<file path="src/rtl/tick_time_counter_pkg.sv">
// Shared definitions for the HH:MM:SS tick counter.
//   - state_e     : 2-bit encoding of the IDLE / RUN / PAUSE control states
//   - SEG_*       : active-low 7-segment patterns, bit order {g,f,e,d,c,b,a}
//   - digit_inc() : one BCD digit increment with carry-out
package tick_time_counter_pkg;

  typedef enum logic [1:0] {
    ST_IDLE  = 2'd0,
    ST_RUN   = 2'd1,
    ST_PAUSE = 2'd2
  } state_e;

  localparam logic [6:0] SEG_0     = 7'b1000000;
  localparam logic [6:0] SEG_1     = 7'b1111001;
  localparam logic [6:0] SEG_2     = 7'b0100100;
  localparam logic [6:0] SEG_3     = 7'b0110000;
  localparam logic [6:0] SEG_4     = 7'b0011001;
  localparam logic [6:0] SEG_5     = 7'b0010010;
  localparam logic [6:0] SEG_6     = 7'b0000010;
  localparam logic [6:0] SEG_7     = 7'b1111000;
  localparam logic [6:0] SEG_8     = 7'b0000000;
  localparam logic [6:0] SEG_9     = 7'b0010000;
  localparam logic [6:0] SEG_BLANK = 7'b1111111;

  // Increment one BCD digit that counts 0..last; returns {carry_out, next_digit}.
  function automatic logic [4:0] digit_inc(input logic [3:0] d, input logic [3:0] last);
    if (d == last) digit_inc = {1'b1, 4'd0};
    else           digit_inc = {1'b0, d + 4'd1};
  endfunction

endpackage

</file>
<file path="src/rtl/tick_time_counter_seg7.sv">
// seg7_bcd_decode: combinational BCD digit to active-low 7-segment decoder.
//   bcd_i [3:0] : BCD digit; codes 10..15 decode to a blank display
//   seg_o [6:0] : active-low segments {g,f,e,d,c,b,a}
module seg7_bcd_decode
  import tick_time_counter_pkg::*;
(
  input  logic [3:0] bcd_i,
  output logic [6:0] seg_o
);

  always_comb begin
    case (bcd_i)
      4'd0:    seg_o = SEG_0;
      4'd1:    seg_o = SEG_1;
      4'd2:    seg_o = SEG_2;
      4'd3:    seg_o = SEG_3;
      4'd4:    seg_o = SEG_4;
      4'd5:    seg_o = SEG_5;
      4'd6:    seg_o = SEG_6;
      4'd7:    seg_o = SEG_7;
      4'd8:    seg_o = SEG_8;
      4'd9:    seg_o = SEG_9;
      default: seg_o = SEG_BLANK;
    endcase
  end

endmodule

</file>
<file path="src/rtl/tick_time_counter.sv">
// tick_time_counter: HH:MM:SS BCD time keeper driven by a 1 Hz tick.
//   clk        : system clock, all logic on posedge
//   reset      : synchronous, active-high
//   tick       : one-cycle pulse per second
//   start_stop : level; rising edge toggles IDLE->RUN, RUN<->PAUSE
//   clear      : level; rising edge returns to IDLE and zeroes the time
//   hex0..hex5 : active-low segments, hex0 = seconds units .. hex5 = hour tens
//   bcd_time   : {hr_t, hr_u, min_t, min_u, sec_t, sec_u}
//   running    : high in RUN
//   paused     : high in PAUSE
//   rollover   : one-cycle pulse after the (HOUR_WRAP-1):59:59 -> 00:00:00 wrap
module tick_time_counter
  import tick_time_counter_pkg::*;
#(
  parameter int HOUR_WRAP = 24
) (
  input  logic        clk,
  input  logic        reset,
  input  logic        tick,
  input  logic        start_stop,
  input  logic        clear,
  output logic [6:0]  hex0,
  output logic [6:0]  hex1,
  output logic [6:0]  hex2,
  output logic [6:0]  hex3,
  output logic [6:0]  hex4,
  output logic [6:0]  hex5,
  output logic [23:0] bcd_time,
  output logic        running,
  output logic        paused,
  output logic        rollover
);

  // Last legal hour split into BCD tens/units, compared against to detect the wrap.
  localparam logic [3:0] HW_T = 4'((HOUR_WRAP - 1) / 10);
  localparam logic [3:0] HW_U = 4'((HOUR_WRAP - 1) % 10);

  logic        ss_q, clr_q;
  logic        ss_pulse, clr_pulse;
  state_e      state_q, state_d;
  logic [23:0] time_q, time_d;
  logic        rollover_q;
  logic        wrap;
  logic        count_en;
  logic [6:0]  hex_w [6];

  // ---- edge detectors ----
  assign ss_pulse  = start_stop & ~ss_q;
  assign clr_pulse = clear & ~clr_q;

  always_ff @(posedge clk) begin
    if (reset) begin
      ss_q  <= 1'b0;
      clr_q <= 1'b0;
    end else begin
      ss_q  <= start_stop;
      clr_q <= clear;
    end
  end

  // ---- FSM: state register ----
  always_ff @(posedge clk) begin
    if (reset) state_q <= ST_IDLE;
    else       state_q <= state_d;
  end

  // ---- FSM: next state ----
  always_comb begin
    state_d = state_q;
    if (clr_pulse) begin
      state_d = ST_IDLE;
    end else if (ss_pulse) begin
      case (state_q)
        ST_IDLE:  state_d = ST_RUN;
        ST_RUN:   state_d = ST_PAUSE;
        ST_PAUSE: state_d = ST_RUN;
        default:  state_d = ST_IDLE;
      endcase
    end
  end

  // ---- FSM: outputs ----
  always_comb begin
    running = (state_q == ST_RUN);
    paused  = (state_q == ST_PAUSE);
  end

  // A tick counts only in RUN, using the state before any same-edge start_stop
  // transition; a simultaneous clear wins and the tick is dropped.
  assign count_en = tick & (state_q == ST_RUN) & ~clr_pulse;

  // ---- BCD ripple carry chain ----
  always_comb begin
    logic [4:0] r;
    logic       c;
    time_d = time_q;
    wrap   = 1'b0;
    r      = '0;
    c      = 1'b0;
    if (clr_pulse) begin
      time_d = '0;
    end else if (count_en) begin
      r = digit_inc(time_q[3:0], 4'd9);
      time_d[3:0] = r[3:0];
      c = r[4];
      if (c) begin
        r = digit_inc(time_q[7:4], 4'd5);
        time_d[7:4] = r[3:0];
        c = r[4];
      end
      if (c) begin
        r = digit_inc(time_q[11:8], 4'd9);
        time_d[11:8] = r[3:0];
        c = r[4];
      end
      if (c) begin
        r = digit_inc(time_q[15:12], 4'd5);
        time_d[15:12] = r[3:0];
        c = r[4];
      end
      if (c) begin
        if (time_q[23:20] == HW_T && time_q[19:16] == HW_U) begin
          time_d[23:16] = 8'h00;
          wrap          = 1'b1;
        end else begin
          r = digit_inc(time_q[19:16], 4'd9);
          time_d[19:16] = r[3:0];
          if (r[4]) time_d[23:20] = time_q[23:20] + 4'd1;
        end
      end
    end
  end

  // ---- time and rollover registers ----
  always_ff @(posedge clk) begin
    if (reset) begin
      time_q     <= '0;
      rollover_q <= 1'b0;
    end else begin
      time_q     <= time_d;
      rollover_q <= wrap;
    end
  end

  assign bcd_time = time_q;
  assign rollover = rollover_q;

  // ---- display decode, combinational from the registered time ----
  for (genvar g = 0; g < 6; g++) begin : g_dec
    seg7_bcd_decode u_dec (
      .bcd_i (time_q[4*g +: 4]),
      .seg_o (hex_w[g])
    );
  end

  assign hex0 = hex_w[0];
  assign hex1 = hex_w[1];
  assign hex2 = hex_w[2];
  assign hex3 = hex_w[3];
  assign hex4 = hex_w[4];
  assign hex5 = hex_w[5];

endmodule

</file>
<file path="config.mk">
export PLATFORM = sky130hd
export DESIGN_NAME = tick_time_counter
export DESIGN_NICKNAME = d
export VERILOG_FILES = /design/src/rtl/tick_time_counter_pkg.sv /design/src/rtl/tick_time_counter_seg7.sv /design/src/rtl/tick_time_counter.sv
export SDC_FILE = /design/constraint.sdc
export NUM_CORES = 1
export LEC_CHECK = 0
export ABC_AREA = 1
export CORE_MARGIN = 2
export CORE_UTILIZATION = 24
export DETAILED_ROUTE_END_ITERATION = 10
export DONT_BUFFER_PORTS = 1
export SKIP_CTS_REPAIR_TIMING = 1
export SLEW_MARGIN = 20
export SYNTH_ARGS = -nofsm -noshare
export SYNTH_HDL_FRONTEND = slang
export SYNTH_SLANG_ARGS = --single-unit
</file>
<file path="constraint.sdc">
create_clock -name clk -period 7.3 [get_ports clk]
set_clock_uncertainty 0.05 [all_clocks]
set_input_delay 2.19 -clock clk [delete_from_list [all_inputs] [get_ports clk]]
set_output_delay 2.19 -clock clk [all_outputs]
set_load 0.03 [all_outputs]
</file>
==> results.toml <==
[outcome]
status = "complete, no violations"

[critical_path]
critPathCaptureType = "flop"
slowest_stage = "nor2_2"
slowest_delay_ns = 0.46
critical_path_required_ns = 7.53
critPathMaxFanout = 11
critical_path_arrival_ns = 4.25
cp_common_cell = "nor2_2"
r2r_start = "bcd_time[8]"
path_class = "in2reg"
path_buf_inv = 1
crit_chain = "inv_1 -> nor2_2 -> nor2_2 -> nand3_1 -> nand2_1 -> o21ai_1 -> nor2_2 -> ha_1 -> nand3b_1 -> or2_0 -> nand2_1"
setup.worst_path.start_class = "input port"
crit_path_start = "clear"
cp_top_family = "simple AND/OR/NAND/NOR gates"

[synth]
synth_top_area_share_pct = 35.8
syn_area_um2 = 3970
ys.flop_type = "dfxtp_1"
synth_top_cells_by_count = "135 x nand2_1, 71 x dfxtp_1, 62 x inv_1"
seq_area_frac_synth_pct = 35.8
synth_edf_count = 0
synth_area_per_cell_um2 = 7.69
synthTopCellsByArea = "dfxtp_1 36%, ha_1 13%, nand2_1 13%"
async_reset_ff_share_pct = 0
synth_seq_cells = 71
yosys.area.top_type = "dfxtp_1"
synth_fp_nets = 563
synthCells = 516
synth.distinct_cells = 32
yosys_warnings = 0
yosysMostFrequentCell = "nand2_1"

[global_routing]
grt_usage_pct = 10.3
overflow = 0
grt_pass1_wl_mm = 14.2
antenna_found_initial = 0
grt_pass1_vias = 2859
grt_max_degree = 34

[timing]
slew_headroom_pct = 61.9
min_period_ns = 4.01
fmax_ghz = 0.249
setup_viol = 0
timing.final.crit_share_pct = 55.0
hold_viol = 0
slew_viol_final = 0
finalWorstSetupSlack_ns = 3.29
rsz0062_at_grt = "no"
tightest_slew_ns = 0.571
tns_ns = 0

[route]
drt-initial-drc-count = 100
finalWirelength_mm = 8.64
wl_per_cell_um = 11.6
vias = 3065
dr.pass1.iters = 4
drc = 0
ant_nets = 0
viasPerCell = 4.10

[placed_design]
dp_hpwl_mm = 6.76
port_buffers = 0
place_ws_ns = 2.94
gp_congestion = 0.834

[final_layout]
n_antenna_cell = 0
fin_nets = 570
fill_cells = 1821
drive_gt1_share_pct = 16.5
area_delta_synth_final_pct = 14.8

[die]
die_area_um2 = 17600
initial_core_util_pct = 24.3
core_um2 = 16300
num_rows = 47
pin_count = 74
die_w_um = 133
die-height_um = 133

[power]
pwr_density_cell_nw_per_um2 = 197
pwr-share-comb_pct = 2.1
switching_share_pct = 21.6
p_leak_nw = 2.33
p_seq_share_pct = 43.8
peakVddDrop_mv = 0.111
switchingPower_w = 0.000193
pwr-share-clk_pct = 54.1
p_int_w = 0.000704

[cts]
cts_tree = "built"
numCtsBuffers = 9
htree_levels = 3
numClockSinks = 71
cts_buffer_depth = 2
clk_latency_ns = 0.34
clk_pin_slew_ns = 0.06
root_buffer = "clkbuf_16"

[run]
max_cap_violations = 0

[worst_hold_path]
holdCritStartpoint = "state_q[0]"
hold_path_class = "reg2reg"
## cell families (layout without fill, tap and decap cells)
group | Yosys count | count (layout) | synth area share [%]
compound gates | 35 | 35 | 5.68
xor+xnor | 6 | 6 | 1.32
fa+ha+maj | 42 | 42 | 13.2
buf+inv | 80 | 92 | 7.79
flops | 71 | 71 | 35.8
simple gates | 282 | 282 | 36.1
## worst register-to-register path, cell delays in order (launching register included)
cell	delay, ns
dfxtp_1	0.64
ha_1	0.25
nand2_1	0.07
nor2_2	0.25
nand3_4	0.15
nor2_4	0.18
nand2_1	0.10
nand2_1	0.07
nand2_1	0.07
nand2_1	0.20
inv_1	0.10
ha_1	0.30
inv_1	0.06
nand4_1	0.13
nand3_1	0.12
nand2_1	0.05
## power by group through the flow
stage | logic, W | registers, W | clock network (W)
after floorplan | 0.0000154 | 0.000401 | 0
after global placement | 0.0000190 | 0.000401 | 0
after detailed placement | 0.0000191 | 0.000401 | 0
after CTS | 0.0000192 | 0.000393 | 0.000500
after global routing | 0.0000213 | 0.000393 | 0.000514
final | 0.0000187 | 0.000393 | 0.000486
## worst paths after layout
| check | to | slack (ns) | cells after the start |
|---|---|---|---|
| worst max-delay path | g_dec[3].u_dec.seg_o[1] | 3.29 | 11 |
| worst min-delay path | state_q[0] | 0.48 | 2 |
| worst max register to register | g_dec[5].u_dec.seg_o[3] | 4.40 | 15 |
| worst min register to register | state_q[0] | 0.48 | 2 |
## layout by cell type (no fill, tap or decap), types with 2 or more instances in the layout
cell type,count
nor2_1,26
a21oi_1,4
nand2_2,11
nor2_2,10
or2_1,3
o21ai_0,10
nand3_1,53
clkinvlp_4,2
a21oi_2,2
nand3b_1,6
inv_1,62
bufinv_16,2
o21ai_4,2
o21ai_1,11
or2_2,4
nor2_4,7
nand3_2,7
inv_2,13
nand4_1,8
o21ai_2,4
nand3_4,2
nand2_4,7
nand2_1,135
clkbuf_16,9
ha_1,42
dfxtp_1,71
xor2_1,5
## per-layer routing
metal	wire length (um)	global-route usage, %
met5	0	0
met4	201	5.91
met3	471	3.03
met2	3950	16.6
met1	4020	12.2
## metrics by stage
stage | hold WS, ns | instance area (um2) | instances | power, W | utilization (%)
after floorplan | 0.438 | 3970 | 516 | 0.000416 | -
after global placement | 0.464 | 4220 | 732 | 0.000420 | 25.8
after detailed placement | 0.465 | 4220 | 732 | 0.000420 | 25.8
after CTS | 0.478 | 4550 | 748 | 0.000912 | 27.9
after global routing | 0.500 | 4550 | 748 | 0.000928 | 27.9
final | 0.478 | 4550 | 748 | 0.000897 | 27.9
## cell type report
type / instances / area [um2] / area share, %
Clock buffer: 10 / 239 / 5.25
Timing Repair Buffer: 1 / 7.51 / 0.165
Inverter: 75 / 282 / 6.18
Multi-Input combinational cell: 365 / 2240 / 49.1
Sequential cell: 71 / 1420 / 31.2
Clock inverter: 6 / 92.6 / 2.03
Tap cell: 220 / 275 / 6.04
## sequential cells by signal, indices dropped and copies added (netlist names)
| name | cells |
|---|---|
| g_dec.u_dec.seg_o | 42 |
| bcd_time | 24 |
| state_q | 2 |
| clr_q | 1 |
| rollover | 1 |
| ss_q | 1 |
Note: power is estimated with default switching activity, not from simulation.
